$ cat config.mk
export PLATFORM = sky130hd
export DESIGN_NAME = axis_measure_sequencer
export DESIGN_NICKNAME = d
export VERILOG_FILES = /design/src/rtl/axis_measure_sequencer_pkg.sv /design/src/rtl/axis_measure_sequencer_xfer.sv /design/src/rtl/axis_measure_sequencer.sv
export SDC_FILE = /design/constraint.sdc
export NUM_CORES = 1
export LEC_CHECK = 0
export BUFFER_PORTS_ARGS = -buffer_cell sky130_fd_sc_hd__buf_4
export CORE_ASPECT_RATIO = 1.1
export CORE_MARGIN = 2
export CORE_UTILIZATION = 30
export CTS_CLUSTER_DIAMETER = 200
export DETAILED_ROUTE_END_ITERATION = 10
export PLACE_DENSITY_LB_ADDON = 0.12
export SLEW_MARGIN = 25
export SYNTH_ARGS = -nofsm -noshare
export SYNTH_HDL_FRONTEND = slang
export SYNTH_SLANG_ARGS = --single-unit
export TNS_END_PERCENT = 20
$ cat constraint.sdc
create_clock -name ap_clk -period 8.35 [get_ports ap_clk]
set_clock_uncertainty 0.1 [all_clocks]
set_input_delay 0.4175 -clock ap_clk [delete_from_list [all_inputs] [get_ports ap_clk]]
set_output_delay 0.4175 -clock ap_clk [all_outputs]
set_load 0.005 [all_outputs]
$ cat src/rtl/axis_measure_sequencer_pkg.sv
// Shared definitions for the measurement sequencer: the measurer's register
// map and command words, sequencer error codes and the FSM state type.
package axis_measure_sequencer_pkg;

  localparam int STORE_DATA_WIDTH = 32;

  // Register map of axis_measure_top's s_axi_control port (byte offsets).
  localparam logic [31:0] CONTROL_OFFSET    = 32'h0000_0000;
  localparam logic [31:0] CYCLES_OFFSET     = 32'h0000_0010;
  localparam logic [31:0] LAST_FRAME_OFFSET = 32'h0000_0018;

  // Command words written to CONTROL_OFFSET.
  localparam logic [31:0] SIG_CLEAR = 32'h0000_0001;
  localparam logic [31:0] SIG_START = 32'h0000_0002;

  // Abort reasons reported on err_code.
  localparam logic [1:0] SEQ_ERR_NONE    = 2'b00;
  localparam logic [1:0] SEQ_ERR_RESP    = 2'b01;
  localparam logic [1:0] SEQ_ERR_TIMEOUT = 2'b10;

  typedef enum logic [2:0] {
    ST_IDLE,
    ST_WR_CLR,
    ST_WR_STA,
    ST_RUN,
    ST_RD_LO,
    ST_RD_HI,
    ST_RD_LF
  } seq_state_t;

  // States that own exactly one AXI-Lite transaction.
  function automatic logic is_xfer_state(input seq_state_t s);
    return (s != ST_IDLE) && (s != ST_RUN);
  endfunction

endpackage

$ cat src/rtl/axis_measure_sequencer_xfer.sv
// Single-transaction AXI-Lite master engine: runs one write or one read per
// request, checks the response and aborts a channel phase that stalls too long.
// All AXI outputs come straight from registers.
module axil_master_xfer
  import axis_measure_sequencer_pkg::*;
#(
  parameter int TIMEOUT_CYCLES = 1024
) (
  input  logic        ap_clk,
  input  logic        ap_rst,
  input  logic        req_valid,
  input  logic        req_write,
  input  logic [31:0] req_addr,
  input  logic [31:0] req_wdata,
  output logic        xfer_done,
  output logic        xfer_err,
  output logic [1:0]  xfer_err_code,
  output logic [31:0] rd_data,
  output logic [31:0] m_axi_awaddr,
  output logic        m_axi_awvalid,
  input  logic        m_axi_awready,
  output logic [31:0] m_axi_wdata,
  output logic [3:0]  m_axi_wstrb,
  output logic        m_axi_wvalid,
  input  logic        m_axi_wready,
  input  logic [1:0]  m_axi_bresp,
  input  logic        m_axi_bvalid,
  output logic        m_axi_bready,
  output logic [31:0] m_axi_araddr,
  output logic        m_axi_arvalid,
  input  logic        m_axi_arready,
  input  logic [31:0] m_axi_rdata,
  input  logic [1:0]  m_axi_rresp,
  input  logic        m_axi_rvalid,
  output logic        m_axi_rready
);

  localparam int TMR_W = $clog2(TIMEOUT_CYCLES + 1);

  logic              aw_valid_reg, w_valid_reg, b_ready_reg, ar_valid_reg, r_ready_reg;
  logic [31:0]       awaddr_reg, wdata_reg, araddr_reg;
  logic [TMR_W-1:0]  timer_reg;
  logic              active, accept, aw_hs, w_hs, b_hs, ar_hs, r_hs, any_hs;
  logic              timeout_hit, resp_err, wr_addr_data_done;

  assign active = aw_valid_reg | w_valid_reg | b_ready_reg | ar_valid_reg | r_ready_reg;
  assign accept = req_valid & ~active;
  assign aw_hs  = aw_valid_reg & m_axi_awready;
  assign w_hs   = w_valid_reg & m_axi_wready;
  assign b_hs   = b_ready_reg & m_axi_bvalid;
  assign ar_hs  = ar_valid_reg & m_axi_arready;
  assign r_hs   = r_ready_reg & m_axi_rvalid;
  assign any_hs = aw_hs | w_hs | b_hs | ar_hs | r_hs;

  // Address and data may complete in either order or together; B opens once both have.
  assign wr_addr_data_done = (aw_valid_reg | w_valid_reg) &
                             (~aw_valid_reg | aw_hs) & (~w_valid_reg | w_hs);

  assign timeout_hit   = active & ~any_hs & (timer_reg == TMR_W'(TIMEOUT_CYCLES - 1));
  assign resp_err      = (b_hs & (m_axi_bresp != 2'b00)) | (r_hs & (m_axi_rresp != 2'b00));
  assign xfer_done     = (b_hs & (m_axi_bresp == 2'b00)) | (r_hs & (m_axi_rresp == 2'b00));
  assign xfer_err      = resp_err | timeout_hit;
  assign xfer_err_code = timeout_hit ? SEQ_ERR_TIMEOUT : (resp_err ? SEQ_ERR_RESP : SEQ_ERR_NONE);
  assign rd_data       = m_axi_rdata;

  assign m_axi_awaddr  = awaddr_reg;
  assign m_axi_awvalid = aw_valid_reg;
  assign m_axi_wdata   = wdata_reg;
  assign m_axi_wstrb   = 4'b1111;
  assign m_axi_wvalid  = w_valid_reg;
  assign m_axi_bready  = b_ready_reg;
  assign m_axi_araddr  = araddr_reg;
  assign m_axi_arvalid = ar_valid_reg;
  assign m_axi_rready  = r_ready_reg;

  // Channel handshake state: raise valids on a request, drop each after its own handshake.
  always_ff @(posedge ap_clk or posedge ap_rst) begin
    if (ap_rst) begin
      aw_valid_reg <= 1'b0;
      w_valid_reg  <= 1'b0;
      b_ready_reg  <= 1'b0;
      ar_valid_reg <= 1'b0;
      r_ready_reg  <= 1'b0;
      awaddr_reg   <= '0;
      wdata_reg    <= '0;
      araddr_reg   <= '0;
    end else if (timeout_hit) begin
      aw_valid_reg <= 1'b0;
      w_valid_reg  <= 1'b0;
      b_ready_reg  <= 1'b0;
      ar_valid_reg <= 1'b0;
      r_ready_reg  <= 1'b0;
    end else if (accept) begin
      if (req_write) begin
        aw_valid_reg <= 1'b1;
        w_valid_reg  <= 1'b1;
        awaddr_reg   <= req_addr;
        wdata_reg    <= req_wdata;
      end else begin
        ar_valid_reg <= 1'b1;
        araddr_reg   <= req_addr;
      end
    end else begin
      if (aw_hs) aw_valid_reg <= 1'b0;
      if (w_hs) w_valid_reg <= 1'b0;
      if (wr_addr_data_done) b_ready_reg <= 1'b1;
      if (b_hs) b_ready_reg <= 1'b0;
      if (ar_hs) begin
        ar_valid_reg <= 1'b0;
        r_ready_reg  <= 1'b1;
      end
      if (r_hs) r_ready_reg <= 1'b0;
    end
  end

  // Stall timer: counts cycles without progress, restarting on every handshake.
  always_ff @(posedge ap_clk or posedge ap_rst) begin
    if (ap_rst) begin
      timer_reg <= '0;
    end else if (accept || any_hs || !active || timeout_hit) begin
      timer_reg <= '0;
    end else begin
      timer_reg <= timer_reg + 1'b1;
    end
  end

endmodule

$ cat src/rtl/axis_measure_sequencer.sv
// Measurement sequencer: on cmd_start writes CLEAR then START to the measurer,
// waits the requested number of cycles, reads back the cycle count and last
// frame, and reports them with a done pulse (or err pulse on abort).
module axis_measure_sequencer
  import axis_measure_sequencer_pkg::*;
#(
  parameter int          TIMEOUT_CYCLES = 1024,
  parameter logic [31:0] BASE_ADDR      = 32'h0
) (
  input  logic        ap_clk,
  input  logic        ap_rst,
  input  logic        cmd_start,
  input  logic [31:0] cmd_run_cycles,
  output logic        busy,
  output logic        done,
  output logic        err,
  output logic [1:0]  err_code,
  output logic [63:0] cycles,
  output logic [31:0] last_frame,
  output logic [31:0] m_axi_awaddr,
  output logic        m_axi_awvalid,
  input  logic        m_axi_awready,
  output logic [31:0] m_axi_wdata,
  output logic [3:0]  m_axi_wstrb,
  output logic        m_axi_wvalid,
  input  logic        m_axi_wready,
  input  logic [1:0]  m_axi_bresp,
  input  logic        m_axi_bvalid,
  output logic        m_axi_bready,
  output logic [31:0] m_axi_araddr,
  output logic        m_axi_arvalid,
  input  logic        m_axi_arready,
  input  logic [31:0] m_axi_rdata,
  input  logic [1:0]  m_axi_rresp,
  input  logic        m_axi_rvalid,
  output logic        m_axi_rready
);

  seq_state_t  state_reg, state_next;
  logic [31:0] run_cnt_reg;
  logic        issued_reg, busy_reg, done_reg, err_reg;
  logic [1:0]  err_code_reg;
  logic [31:0] cyc_lo_reg, cyc_hi_reg, last_frame_reg;
  logic [63:0] cycles_reg;
  logic        accept;
  logic        req_valid, req_write;
  logic [31:0] req_addr, req_wdata;
  logic        xfer_done, xfer_err;
  logic [1:0]  xfer_err_code;
  logic [STORE_DATA_WIDTH-1:0] rd_data;

  assign accept     = (state_reg == ST_IDLE) & cmd_start;
  assign busy       = busy_reg;
  assign done       = done_reg;
  assign err        = err_reg;
  assign err_code   = err_code_reg;
  assign cycles     = cycles_reg;
  assign last_frame = last_frame_reg;

  axil_master_xfer #(.TIMEOUT_CYCLES(TIMEOUT_CYCLES)) u_xfer (
    .ap_clk(ap_clk), .ap_rst(ap_rst),
    .req_valid(req_valid), .req_write(req_write), .req_addr(req_addr), .req_wdata(req_wdata),
    .xfer_done(xfer_done), .xfer_err(xfer_err), .xfer_err_code(xfer_err_code), .rd_data(rd_data),
    .m_axi_awaddr(m_axi_awaddr), .m_axi_awvalid(m_axi_awvalid), .m_axi_awready(m_axi_awready),
    .m_axi_wdata(m_axi_wdata), .m_axi_wstrb(m_axi_wstrb), .m_axi_wvalid(m_axi_wvalid),
    .m_axi_wready(m_axi_wready), .m_axi_bresp(m_axi_bresp), .m_axi_bvalid(m_axi_bvalid),
    .m_axi_bready(m_axi_bready), .m_axi_araddr(m_axi_araddr), .m_axi_arvalid(m_axi_arvalid),
    .m_axi_arready(m_axi_arready), .m_axi_rdata(m_axi_rdata), .m_axi_rresp(m_axi_rresp),
    .m_axi_rvalid(m_axi_rvalid), .m_axi_rready(m_axi_rready)
  );

  // Next state and the transaction each state asks the engine for.
  always_comb begin
    state_next = state_reg;
    req_write  = 1'b0;
    req_addr   = '0;
    req_wdata  = '0;
    case (state_reg)
      ST_IDLE: if (cmd_start) state_next = ST_WR_CLR;
      ST_WR_CLR: begin
        req_write = 1'b1;
        req_addr  = BASE_ADDR + CONTROL_OFFSET;
        req_wdata = SIG_CLEAR;
        if (xfer_err) state_next = ST_IDLE;
        else if (xfer_done) state_next = ST_WR_STA;
      end
      ST_WR_STA: begin
        req_write = 1'b1;
        req_addr  = BASE_ADDR + CONTROL_OFFSET;
        req_wdata = SIG_START;
        if (xfer_err) state_next = ST_IDLE;
        else if (xfer_done) state_next = (run_cnt_reg == 32'd0) ? ST_RD_LO : ST_RUN;
      end
      ST_RUN: if (run_cnt_reg <= 32'd1) state_next = ST_RD_LO;
      ST_RD_LO: begin
        req_addr = BASE_ADDR + CYCLES_OFFSET;
        if (xfer_err) state_next = ST_IDLE;
        else if (xfer_done) state_next = ST_RD_HI;
      end
      ST_RD_HI: begin
        req_addr = BASE_ADDR + CYCLES_OFFSET + 32'd4;
        if (xfer_err) state_next = ST_IDLE;
        else if (xfer_done) state_next = ST_RD_LF;
      end
      ST_RD_LF: begin
        req_addr = BASE_ADDR + LAST_FRAME_OFFSET;
        if (xfer_err || xfer_done) state_next = ST_IDLE;
      end
      default: state_next = ST_IDLE;
    endcase
    // One request per state, issued in its first cycle while the engine is idle.
    req_valid = is_xfer_state(state_reg) & ~issued_reg;
  end

  // State register, run counter and status pulses.
  always_ff @(posedge ap_clk or posedge ap_rst) begin
    if (ap_rst) begin
      state_reg    <= ST_IDLE;
      issued_reg   <= 1'b0;
      run_cnt_reg  <= '0;
      busy_reg     <= 1'b0;
      done_reg     <= 1'b0;
      err_reg      <= 1'b0;
      err_code_reg <= SEQ_ERR_NONE;
    end else begin
      state_reg  <= state_next;
      issued_reg <= (state_next == state_reg) & (issued_reg | req_valid);
      if (accept) run_cnt_reg <= cmd_run_cycles;
      else if (state_reg == ST_RUN) run_cnt_reg <= run_cnt_reg - 32'd1;
      busy_reg <= (state_next != ST_IDLE);
      done_reg <= (state_reg == ST_RD_LF) & xfer_done;
      err_reg  <= xfer_err;
      if (accept) err_code_reg <= SEQ_ERR_NONE;
      else if (xfer_err) err_code_reg <= xfer_err_code;
    end
  end

  // Readback capture; published results only change when the last read succeeds.
  always_ff @(posedge ap_clk or posedge ap_rst) begin
    if (ap_rst) begin
      cyc_lo_reg     <= '0;
      cyc_hi_reg     <= '0;
      cycles_reg     <= '0;
      last_frame_reg <= '0;
    end else if (xfer_done) begin
      if (state_reg == ST_RD_LO) cyc_lo_reg <= rd_data;
      if (state_reg == ST_RD_HI) cyc_hi_reg <= rd_data;
      if (state_reg == ST_RD_LF) begin
        cycles_reg     <= {cyc_hi_reg, cyc_lo_reg};
        last_frame_reg <= rd_data;
      end
    end
  end

endmodule

# --- Word-level counts from Yosys, hierarchy flattened ---
# Index checks and enable logic that the tools add are counted.
word_totals:
  register_bits: 313
  out_inout_bits: 206
classes:
  add_sub_neg: 2
  magnitude_cmp: 1
  n_eq_ne: 12
  muxes: 42
  bitwise: 39
  reduce_logical: 32
ops:
  columns: ["op", "n"]
  rows:
  - ["two-way mux 32 bit", 2]
  - ["two-way mux 3 bit", 12]
  - ["less-or-equal comparator 32 x 1 -> 1 bit (second input constant)", 1]
  - ["zero test 32 bit", 1]
  - ["subtractor 32 x 1 -> 32 bit (second input constant)", 1]
  - ["two-way mux 1 bit", 21]
  - ["case mux 3 bit (7 select lines)", 1]
  - ["nonzero test 3 bit", 7]
  - ["AND 1 bit", 18]
  - ["AND reduction 2 bit", 8]
  - ["case mux 5 bit (3 select lines)", 1]
  - ["OR 1 bit", 14]
  - ["adder 11 x 1 -> 11 bit (second input constant)", 1]
  - ["== test 11 x 10 -> 1 bit (second input constant)", 1]
  - ["two-way mux 11 bit", 1]
  - ["== test 3 bit (second input constant)", 3]
  - ["nonzero test 2 bit", 4]
  - ["NOT 1 bit", 7]
  - ["== test 3 x 2 -> 1 bit (second input constant)", 2]
  - ["two-way mux 2 bit", 3]
  - ["inequality test 3 bit (second input constant)", 2]
  - ["AND reduction 3 bit", 2]
  - ["zero test 2 bit", 2]
  - ["logical OR 1 bit", 4]
  - ["other kinds (9)", 9]

# --- Longest topological paths before layout ---
# Gate-level depths: netlist of run 1.
depth:
  ltp_word: 14
  mapped_depth: 8
  mapped_depth_nobuf: 8

# --- Modules after synthesis ---
# A second synthesis of run 1 with hierarchy kept.
hier_totals:
  cells_unflattened: 1146
  hier_area_um2: 13121.3
modules_own_cells:
  columns: ["module", "instances", "cells_per_inst", "area_each_um2", "seq_area_each_um2"]
  rows:
  - ["axis_measure_sequencer", 1, 817, 8343.0, 5029.8]
  - ["axil_master_xfer", 1, 329, 4778.3, 2802.7]

# --- Worst setup path before layout of run 1 ---
# OpenSTA, ideal clock, no wires.
synth_path:
  path_type: "register to register"
  startpoint: "register u_xfer.timer_reg[0]"
  endpoint: "register busy_reg, in the netlist busy"
  setup_time_ps: 139
  t_arrival_ps: 2110
  path_slack_ps: 6001
  path_stages_with_launch: 8
  path_buffers: 0
  synth_period_minus_slack_ps: 2349
  cell_sequence: "dfrtp_1 -> ha_1 -> nand3_1 -> or4_1 -> o21a_1 -> o211ai_2 -> nand3_2 -> or4b_1"
synth_between:
  elab_chain_cells: 7
synth_lines:
  columns: ["item", "line_no", "text"]
  rows:
  - ["from (decl)", "axis_measure_sequencer_xfer.sv:42", "logic [TMR_W-1:0] timer_reg;"]
  - ["from (signal assigned)", "axis_measure_sequencer_xfer.sv:123", "timer_reg <= timer_reg + 1'b1;"]
  - ["== test 11 x 10 -> 1 bit *", "axis_measure_sequencer_xfer.sv:59", "assign timeout_hit = active & ~any_hs & (timer_reg == TMR_W'(TIMEOUT_CYCLES - 1));"]
  - ["AND 1 bit *", "axis_measure_sequencer_xfer.sv:59", null]
  - ["OR 1 bit *", "axis_measure_sequencer_xfer.sv:62", "assign xfer_err = resp_err | timeout_hit;"]
  - ["logical OR 1 bit", "axis_measure_sequencer.sv:107", "if (xfer_err || xfer_done) state_next = ST_IDLE;"]
  - ["two-way mux 3 bit", "axis_measure_sequencer.sv:107", null]
  - ["case mux 3 bit (7 select lines) *", "axis_measure_sequencer.sv:78", "case (state_reg)"]
  - ["net state_next[1]", "axis_measure_sequencer.sv:39", "seq_state_t state_reg, state_next;"]
  - ["nonzero test 3 bit *", "axis_measure_sequencer.sv:130", "busy_reg <= (state_next != ST_IDLE);"]
  - ["to (signal assigned)", "axis_measure_sequencer.sv:130", null]
  - ["to (decl)", "axis_measure_sequencer.sv:41", "logic issued_reg, busy_reg, done_reg, err_reg;"]
# The timed path passes the listed nets; every way through them passes the cells marked *.
# A chain may end at the register's enable or synchronous reset.

# --- Worst setup path in the final report of run 1 ---
layout_path:
  startpoint: "register u_xfer.r_ready_reg, in the netlist u_xfer.m_axi_rready"
  endpoint: "register cycles_reg[60], in the netlist cycles[60]"
layout_between:
  elab_chain_cells: 4
layout_lines:
  columns: ["item", "line_no", "text"]
  rows:
  - ["from (decl)", "axis_measure_sequencer_xfer.sv:40", "logic aw_valid_reg, w_valid_reg, b_ready_reg, ar_valid_reg, r_ready_reg;"]
  - ["from (signal assigned)", "axis_measure_sequencer_xfer.sv:83", "r_ready_reg <= 1'b0;"]
  - ["from (signal assigned)", "axis_measure_sequencer_xfer.sv:92", "r_ready_reg <= 1'b0;"]
  - ["from (signal assigned)", "axis_measure_sequencer_xfer.sv:110", "r_ready_reg <= 1'b1;"]
  - ["AND 1 bit", "axis_measure_sequencer_xfer.sv:52", "assign r_hs = r_ready_reg & m_axi_rvalid;"]
  - ["AND 1 bit", "axis_measure_sequencer_xfer.sv:61", "assign xfer_done = (b_hs & (m_axi_bresp == 2'b00)) | (r_hs & (m_axi_rresp == 2'b00));"]
  - ["OR 1 bit", "axis_measure_sequencer_xfer.sv:61", null]
  - ["AND reduction 2 bit (no line)", null, null]
  - ["to (signal assigned)", "axis_measure_sequencer.sv:149", "cycles_reg <= {cyc_hi_reg, cyc_lo_reg};"]
  - ["to (decl)", "axis_measure_sequencer.sv:44", "logic [63:0] cycles_reg;"]
# Every way passes these cells.

==> metrics.yaml, run 1 <==
status: "finished clean"
hold_depth: 3
netlist_instances: 814
hold_class: "input port to flip-flop"
avgSynthCellArea_um2: 12.44
power.density_nw_per_um2: 181.4
fin_cells: 1494
holdWs_ps: 24.78
max_freq_mhz: 313.4
min_from: "cmd_run_cycles[29]"
cts.path.max_buffers: 3
tns_ps: 0
grt.overflow.total: 0
via_count: 6686
synth_top_area_share_pct: 55.59
ctsHtreeMaxLevel: 1
die_area_um2: 35250
dp_hpwl_um: 15900
synthDistinctLibCells: 65
min_to: "run_cnt_reg[29]$_DFFE_PP0P_"
synth_warnings: 0
grt_pass1_wl_um: 37910
synth-edff-count: 0
cts_sinks: 225
slew_viol_final: 0
synth.largest_area_cell: "dfrtp_1"
cts_tree: "built"
die_h_um: 196.7
ys_async_sr_fraction_pct: 100.0
utilization_pct: 38.88
area_growth_pct: 27.76
io_pins: 282
start_kind: "flip-flop"
root_buffer: "clkbuf_16"
ant_nets: 0
ys_seq_area_share_pct: 55.59
start_util_pct: 30.43
rsz0062_at_grt: "no"
synthTopCellsByArea: "dfrtp_1 (56%), mux2_2 (18%), buf_4 (6.8%)"
die_width_um: 179.2
track_usage_pct: 13.52
worstSetupEndpointType: "flip-flop"
path_clk_slew_ps: 60
placedCellCount: 1410
critPathRequiredTime_ps: 8660
antenna_cells: 0
timing.final.crit_share_pct: 38.21
cp_max_fo: 68
grt_pass1_vias: 6657
wl_um: 23820
reg2reg_from: "u_xfer.m_axi_rready$_DFFE_PP0P_"
antenna_found_initial: 0
vias_per_cell: 4.475
port_buffers: 189
power_uw: 2347
crit_arrival_ps: 3510
syn_area_um2: 10130
placementRows: 70
grt_max_degree: 85
first_pass_iters: 4
drive_gt1_share_pct: 40.21
rr_endpoint: "cycles[60]$_DFFE_PP0P_"
max_cap_viol_count: 0
rrSetupSlack_ps: 5160
period_minus_slack_ps: 3190
cts_made_buffers: 27
wl_per_cell_um: 15.95
clkLatencyLatePin_ps: 540
ir_worst_vdd_v: 0.0001388
ys_ff_latch: 225
drt_iter0_drc: 319
cts_resized: 0
slew_headroom_pct: 34.90
drcViolationCount: 0
coreArea_um2: 33280
hold_viol_final: 0
rr_worst_depth: 6
largest_reg_flops: 64
layout.nets: 1124
total_leakage_power_uw: 0.006403
gp_congestion: 0.7514
worst_pin_slew_ps: 973.7
setup-violations-final: 0
ys.flop_type: "dfrtp_1"
path_class: "flip-flop to flip-flop"
-- where the power goes --
| group | switching, uW | internal [uW] |
|---|---|---|
| clock | 467 | 703 |
| combinational | 47.3 | 37.1 |
| sequential | 0.705 | 1090 |
-- critical path, cell delays in order, from the launching register on --
cell	delay (ps)
dfrtp_1	450
and2_2	220
a22oi_1	440
nor2b_1	200
nand2_4	370
buf_4	810
mux2_2	410
-- cells in the final DEF, fill, tap and decap left out, types with 3 or more instances in the layout --
cell | Yosys | final
or3_2 | 3 | 3
nand2b_1 | 8 | 8
conb_1 | 2 | 92
clkinv_2 | 0 | 4
or2_2 | 3 | 3
or3_1 | 5 | 5
dfrtp_1 | 225 | 225
clkbuf_1 | 10 | 4
o21ai_0 | 32 | 32
ha_1 | 4 | 4
nand4_1 | 4 | 4
a31oi_1 | 3 | 3
nand3_1 | 20 | 20
and3_1 | 4 | 4
xnor2_1 | 17 | 17
buf_4 | 92 | 193
inv_1 | 9 | 8
mux2_2 | 163 | 163
nor4_2 | 4 | 4
dlygate4sd3_1 | 0 | 37
or4_1 | 3 | 3
o211ai_1 | 6 | 6
xor2_1 | 14 | 14
a21oi_1 | 11 | 11
nand2_1 | 46 | 44
and2_1 | 6 | 6
clkbuf_16 | 0 | 27
nor3_1 | 14 | 13
nor4_1 | 7 | 7
clkbuf_8 | 0 | 9
nor2_1 | 39 | 39
-- per-layer routing --
layer | routed length, um | track usage, % | vias to the layer above
met5 | 0 | 0 | -
met2 | 11130 | 21.71 | 222
met1 | 10740 | 18.60 | 3313
li1 | - | - | 3122
met3 | 1552 | 2.894 | 29
met4 | 397 | 3.286 | 0
-- worst max path at each step --
| stage | end | depth (start not counted) | startpoint |
|---|---|---|---|
| after floorplan | busy$_DFF_PP0_ | 1 | ap_rst |
| after global placement | last_frame[21]$_DFFE_PP0P_ | 7 | m_axi_bvalid |
| after detailed placement | cycles[23]$_DFFE_PP0P_ | 7 | m_axi_bvalid |
| after CTS | cycles[60]$_DFFE_PP0P_ | 6 | u_xfer.m_axi_bready$_DFFE_PP0P_ |
| after global routing | cycles[60]$_DFFE_PP0P_ | 6 | u_xfer.m_axi_rready$_DFFE_PP0P_ |
| final | cycles[60]$_DFFE_PP0P_ | 6 | u_xfer.m_axi_rready$_DFFE_PP0P_ |
-- what timing repair did --
action                    CTS  global route
buffers inserted            0             0
hold buffers               37             0
hold endpoints to repair  138             0
-- synth_stat cells, types with 5 or more instances --
master,instances
a21oi_1,11
and2_1,6
buf_1,10
buf_2,7
buf_4,92
clkbuf_1,10
dfrtp_1,225
inv_1,9
mux2_2,163
nand2_1,46
nand2b_1,8
nand3_1,20
nor2_1,39
nor3_1,14
nor4_1,7
o211ai_1,6
o21ai_0,32
or3_1,5
xnor2_1,17
xor2_1,14
-- through the flow --
stage	instance area (um2)	worst slack [ps]
after floorplan	10470	1670
after global placement	11670	5030
after detailed placement	11670	4993
after CTS	12940	5074
after global routing	12940	4895
final	12940	5160
-- final cells by class --
cell class	count	area [um2]
timing repair buffer	231	1831
tap	432	540.5
multi-input combinational	550	4005
inverter	9	41.29
clock inverter	7	77.57
fill	3269	20340
sequential	225	5630
clock buffer	40	814.5
-- cells by family after synthesis --
group           after synthesis  share of synthesized area, %
buf+inv                     129                         8.351
xor+xnor                     31                         2.681
flops                       225                         55.59
simple gates                186                         10.06
compound gates               74                         4.632
fa+ha+maj                     4                        0.4942
mux                         163                         18.12
other cells                   2                       0.07415
Note: power is estimated with default switching activity, not from simulation.
==> inputs of run 2 (changes only) <==
- clock period: 8.35 -> 3.19 ns (I/O delays scaled with it)
==> run 2 against run 1 <==
Die area is the same. Via count grew 3.5%. Critical path depth is the same. Core utilization grew 1.3 points. Sequential power grew to 2.6 times the previous value. Sequential cell count is the same. Worst setup slack lost 4700 ps. Maximum frequency grew 16%. Global-route usage grew 0.18 points. Largest power group unchanged. Highest routed layer unchanged. Wire length grew 1.3%. Clock-buffer cell count grew 1.
==> metrics.yaml, run 2 (synthesis results as in run 1) <==
gp_congestion: 0.8083
slew_headroom_pct: 49.30
critPathLaunch: "u_xfer.timer_reg[0]$_DFF_PP0_"
critPathRequiredTime_ps: 3500
rsz0062_at_grt: "no"
max_cap_viol_count: 0
dp_hpwl_um: 16060
placedCellCount: 1420
clkLatencyLatePin_ps: 530
worstSetupEndpointType: "flip-flop"
grt_max_degree: 77
multiInputGateArea_um2: 4005
grt_pass1_wl_um: 38540
largest_reg_flops: 64
start_kind: "flip-flop"
layout.nets: 1169
start_util_pct: 30.43
area_growth_pct: 32.16
final_common_cell: "dfrtp_1"
die_width_um: 179.2
ctsHoldBuffers: 73
io_pins: 282
antenna_cells: 0
die_h_um: 196.7
crit_arrival_ps: 3070
cts.path.max_buffers: 3
max_freq_mhz: 362.4
fin_cells: 1540
hold_depth: 5
rr_worst_depth: 6
die_area_um2: 35250
rrSetupSlack_ps: 430
layout_common_cells: "dfrtp_1 (225), buf_4 (199), mux2_2 (163)"
wl_um: 24140
holdWs_ps: 53.03
status: "finished clean"
timing.final.crit_share_pct: 86.50
post-place-ws_ps: 558.6
first_pass_iters: 6
hold_viol_final: 0
drcViolationCount: 0
cts_tree: "built"
cts_sinks: 225
path_class: "flip-flop to flip-flop"
reg2reg_from: "u_xfer.timer_reg[0]$_DFF_PP0_"
slew_viol_final: 0
cp-endpoint: "u_xfer.m_axi_bready$_DFFE_PP0P_"
cts_made_buffers: 26
seq_area_um2: 5630
cts_resized: 0
placementRows: 70
grt.overflow.total: 0
path_clk_slew_ps: 60
period_minus_slack_ps: 2759
drt_iter0_drc: 325
ant_nets: 0
wl_per_cell_um: 15.68
root_buffer: "clkbuf_16"
port_buffers: 189
cp_max_fo: 8
hold_class: "input port to flip-flop"
drive_gt1_share_pct: 39.08
worst_pin_slew_ps: 758.9
coreArea_um2: 33280
ctsHtreeMaxLevel: 1
via_count: 6921
total_leakage_power_uw: 0.006595
fillers: 3278
vias_per_cell: 4.494
antenna_found_initial: 0
setup-violations-final: 0
fin_ws_ps: 430.7
grt_pass1_vias: 6904
ir_worst_vdd_v: 0.0003606
power.density_nw_per_um2: 452.5
rr_endpoint: "u_xfer.m_axi_bready$_DFFE_PP0P_"
track_usage_pct: 13.70
post_cts.repair.setup_buffers: 0
-- run 2: cell type report --
cell class,instances,share of cell area [%]
clock buffer,41,5.805
clock inverter,6,0.5235
inverter,9,0.2804
multi-input combinational,550,29.92
sequential,225,42.06
tap,432,4.038
timing repair buffer,277,17.37
-- run 2: worst min-delay path by stage --
stage / slack, ps / to / start
4_1_cts: 30 / err_code[1]$_DFFE_PP0P_ / m_axi_rresp[0]
3_3_place_gp: 230 / u_xfer.m_axi_awaddr[3]$_DFFE_PP0P_ / ap_rst
6_report: 50 / err_code[1]$_DFFE_PP0P_ / m_axi_rresp[0]
3_5_place_dp: 230 / u_xfer.m_axi_awaddr[3]$_DFFE_PP0P_ / ap_rst
5_1_grt: 80 / err_code[1]$_DFFE_PP0P_ / m_axi_rresp[0]
2_1_floorplan: 180 / run_cnt_reg[22]$_DFFE_PP0P_ / cmd_run_cycles[22]
-- run 2: metal layers --
metal	vias to the layer above	part of all wire [%]	GRT usage, %
met5	-	0	0
met4	0	2.2	4.002
met3	38	5.8	2.508
met2	221	47	22.14
met1	3438	45	18.73
li1	3224	-	-
-- run 2: where the power goes --
group          total [uW]  internal (uW)  switching [uW]
logic                 261            129             132
clock network        2940           1750            1190
registers            2860           2860            1.69
-- run 2: through the flow --
step                      setup TNS (ps)  utilization (%)  power, uW  cell area [um2]
after floorplan                    -1691                -       3065            10470
after global placement                 0            35.48       3108            11810
after detailed placement               0            35.48       3107            11810
after CTS                              0            40.22       6171            13390
after global routing                   0            40.22       6328            13390
final                                  0            40.22       6057            13390
-- run 2: worst max-delay path, cell delays in order, from the launching register on --
cell	delay, ps
dfrtp_1	390
ha_1	200
nand3_1	130
or4_1	610
nor2_1	550
a21oi_1	70
dlygate4sd3_1	580
==> inputs of run 3 (changes only) <==
- PLACE_DENSITY_LB_ADDON: 0.12 -> 0.3
- clock period: 3.19 -> 3.4 ns (I/O delays scaled with it)
==> run 3 against run 2 <==
Global-route usage down 0.54 points. Hold slack worse by 18 ps. Clock power down 3%. Power down 4.9%. Register-to-register slack better by 290 ps. Combinational power down 7%. Sequential power down 6%. Core utilization about the same. Sequential share of layout area about the same. Largest power group unchanged. Sequential cell count unchanged. Maximum frequency up 3.2%. Clock-buffer cell count down 3.
==> metrics.yaml, run 3 (synthesis results as in run 1) <==
post-place-ws_ps: 736.6
worst_pin_slew_ps: 596.8
status: "finished clean"
max_cap_viol_count: 0
rr_worst_depth: 6
hold_class: "input port to flip-flop"
grt_pass1_wl_um: 37130
critPathTopFamily: "simple AND/OR/NAND/NOR gates"
die_h_um: 196.7
port_buffers: 189
first_pass_iters: 4
hold_viol_final: 0
postPlaceCellArea_um2: 11760
ctsHtreeMaxLevel: 1
p_comb_share_pct: 4.2
ant_nets: 0
grt_pass1_vias: 6905
largest_reg_flops: 64
p_sw_uw: 1276
cts_tree: "built"
die_area_um2: 35250
sw_frac_of_total_pct: 22.16
fin_ws_ps: 725.3
timing.final.crit_share_pct: 78.67
crit_arrival_ps: 2980
antenna_cells: 0
power_frac_seq_pct: 46.6
hold_depth: 5
wl_um: 23420
via_count: 6821
fillers: 3184
placementRows: 70
dp_hpwl_um: 15480
vias_per_cell: 4.441
cp_slowest_cell: "or4_1"
crit_buf_inv: 1
power.density_nw_per_um2: 430.5
area_growth_pct: 32.09
final_common_cell: "dfrtp_1"
start_kind: "flip-flop"
drive_gt1_share_pct: 39.31
coreArea_um2: 33280
slew_headroom_pct: 60.22
setup-violations-final: 0
path_class: "flip-flop to flip-flop"
path_clk_slew_ps: 60
cp_max_fo: 8
die_width_um: 179.2
cts.path.max_buffers: 3
clockPowerShare_pct: 49.2
gp_congestion: 0.7965
drt_iter0_drc: 229
worstSetupEndpointType: "flip-flop"
post_cts.repair.setup_buffers: 0
cts_made_buffers: 26
cp_slowest_stage_delay_ps: 610
start_util_pct: 30.43
root_buffer: "clkbuf_16"
final_cell_area_um2: 13380
total_leakage_power_uw: 0.006568
clkLatencyLatePin_ps: 540
tns_ps: 0
max_freq_mhz: 373.9
slew_viol_final: 0
drcViolationCount: 0
grt.overflow.total: 0
wl_per_cell_um: 15.25
track_usage_pct: 13.15
io_pins: 282
crit_chain: "ha_1, nand3_1, or4_1, nor2_1, a21oi_1, dlygate4sd3_1"
layout_common_cells: "dfrtp_1 (225), buf_4 (195), mux2_2 (163)"
ir_worst_vdd_v: 0.0003194
period_minus_slack_ps: 2675
cts_sinks: 225
p_int_uw: 4484
critPathRequiredTime_ps: 3710
rsz0062_at_grt: "no"
grt_max_degree: 104
layout.nets: 1164
antenna_found_initial: 0
cp.depth: 6
-- run 3: cell count changes in the layout (fill, tap and decap cells not counted), sizes merged --
cell,delta
buf,-5
clkbuf,-3
clkinv,-2
clkinvlp,+6
-- run 3: path summary, 6_finish.rpt --
path / slack [ps] / to / start
min in group asynchronous: 160 / last_frame[10]$_DFFE_PP0P_ / ap_rst
max: 730 / u_xfer.m_axi_bready$_DFFE_PP0P_ / u_xfer.timer_reg[0]$_DFF_PP0_
min reg2reg: 390 / u_xfer.m_axi_awaddr[4]$_DFFE_PP0P_ / u_xfer.m_axi_awaddr[4]$_DFFE_PP0P_
min: 40 / err_code[1]$_DFFE_PP0P_ / m_axi_rresp[0]
max in group asynchronous: 2130 / cycles[15]$_DFFE_PP0P_ / ap_rst
max reg2reg: 730 / u_xfer.m_axi_bready$_DFFE_PP0P_ / u_xfer.timer_reg[0]$_DFF_PP0_
-- run 3: per-stage QoR --
step | instances | utilization [%] | power [uW] | hold WS (ps)
6_report | 1536 | 40.20 | 5760 | 35.41
5_1_grt | 1536 | 40.20 | 5997 | 46.75
4_1_cts | 1536 | 40.20 | 5858 | 15.91
3_5_place_dp | 1415 | 35.33 | 2911 | 162.1
3_3_place_gp | 1415 | 35.33 | 2911 | 167.8
2_1_floorplan | 904 | - | 2876 | 185.7
-- run 3: cell type report --
type	count	area [um2]	area share, %
Timing Repair Buffer	272	2275	17.00
Multi-Input combinational cell	550	4005	29.94
Inverter	9	37.54	0.2806
Tap cell	432	540.5	4.040
Clock buffer	38	785.8	5.873
Clock inverter	10	105.1	0.7856
Sequential cell	225	5630	42.08
-- run 3: timing repair --
action / 4_1_cts / 5_1_grt
hold buffers: 73 / 0
gates resized for setup: 0 / 0
endpoints found under the hold margin: 155 / 0
-- run 3: power by group through the flow --
stage	Clock [uW]	Combinational (uW)	Sequential (uW)
2_1_floorplan	0	144	2730
3_3_place_gp	0	180	2730
3_5_place_dp	0	180	2730
4_1_cts	2930	246	2680
5_1_grt	3040	277	2680
6_report	2840	242	2680
-- run 3: layer usage --
| layer | GRT usage, % | wire length, um |
|---|---|---|
| met1 | 17.11 | 10010 |
| met2 | 22.49 | 11630 |
| met3 | 2.373 | 1344 |
| met4 | 3.435 | 428 |
| met5 | 0 | 0 |
-- run 3: worst register-to-register path: cells and delay by family (launching register included) --
kind | cells | cell delay, ps
buffers and inverters | 1 | 580
AO/OA/AOI/OAI | 1 | 70
adder cells (fa/ha/maj) | 1 | 200
flip-flops | 1 | 390
AND/OR/NAND/NOR | 3 | 1220
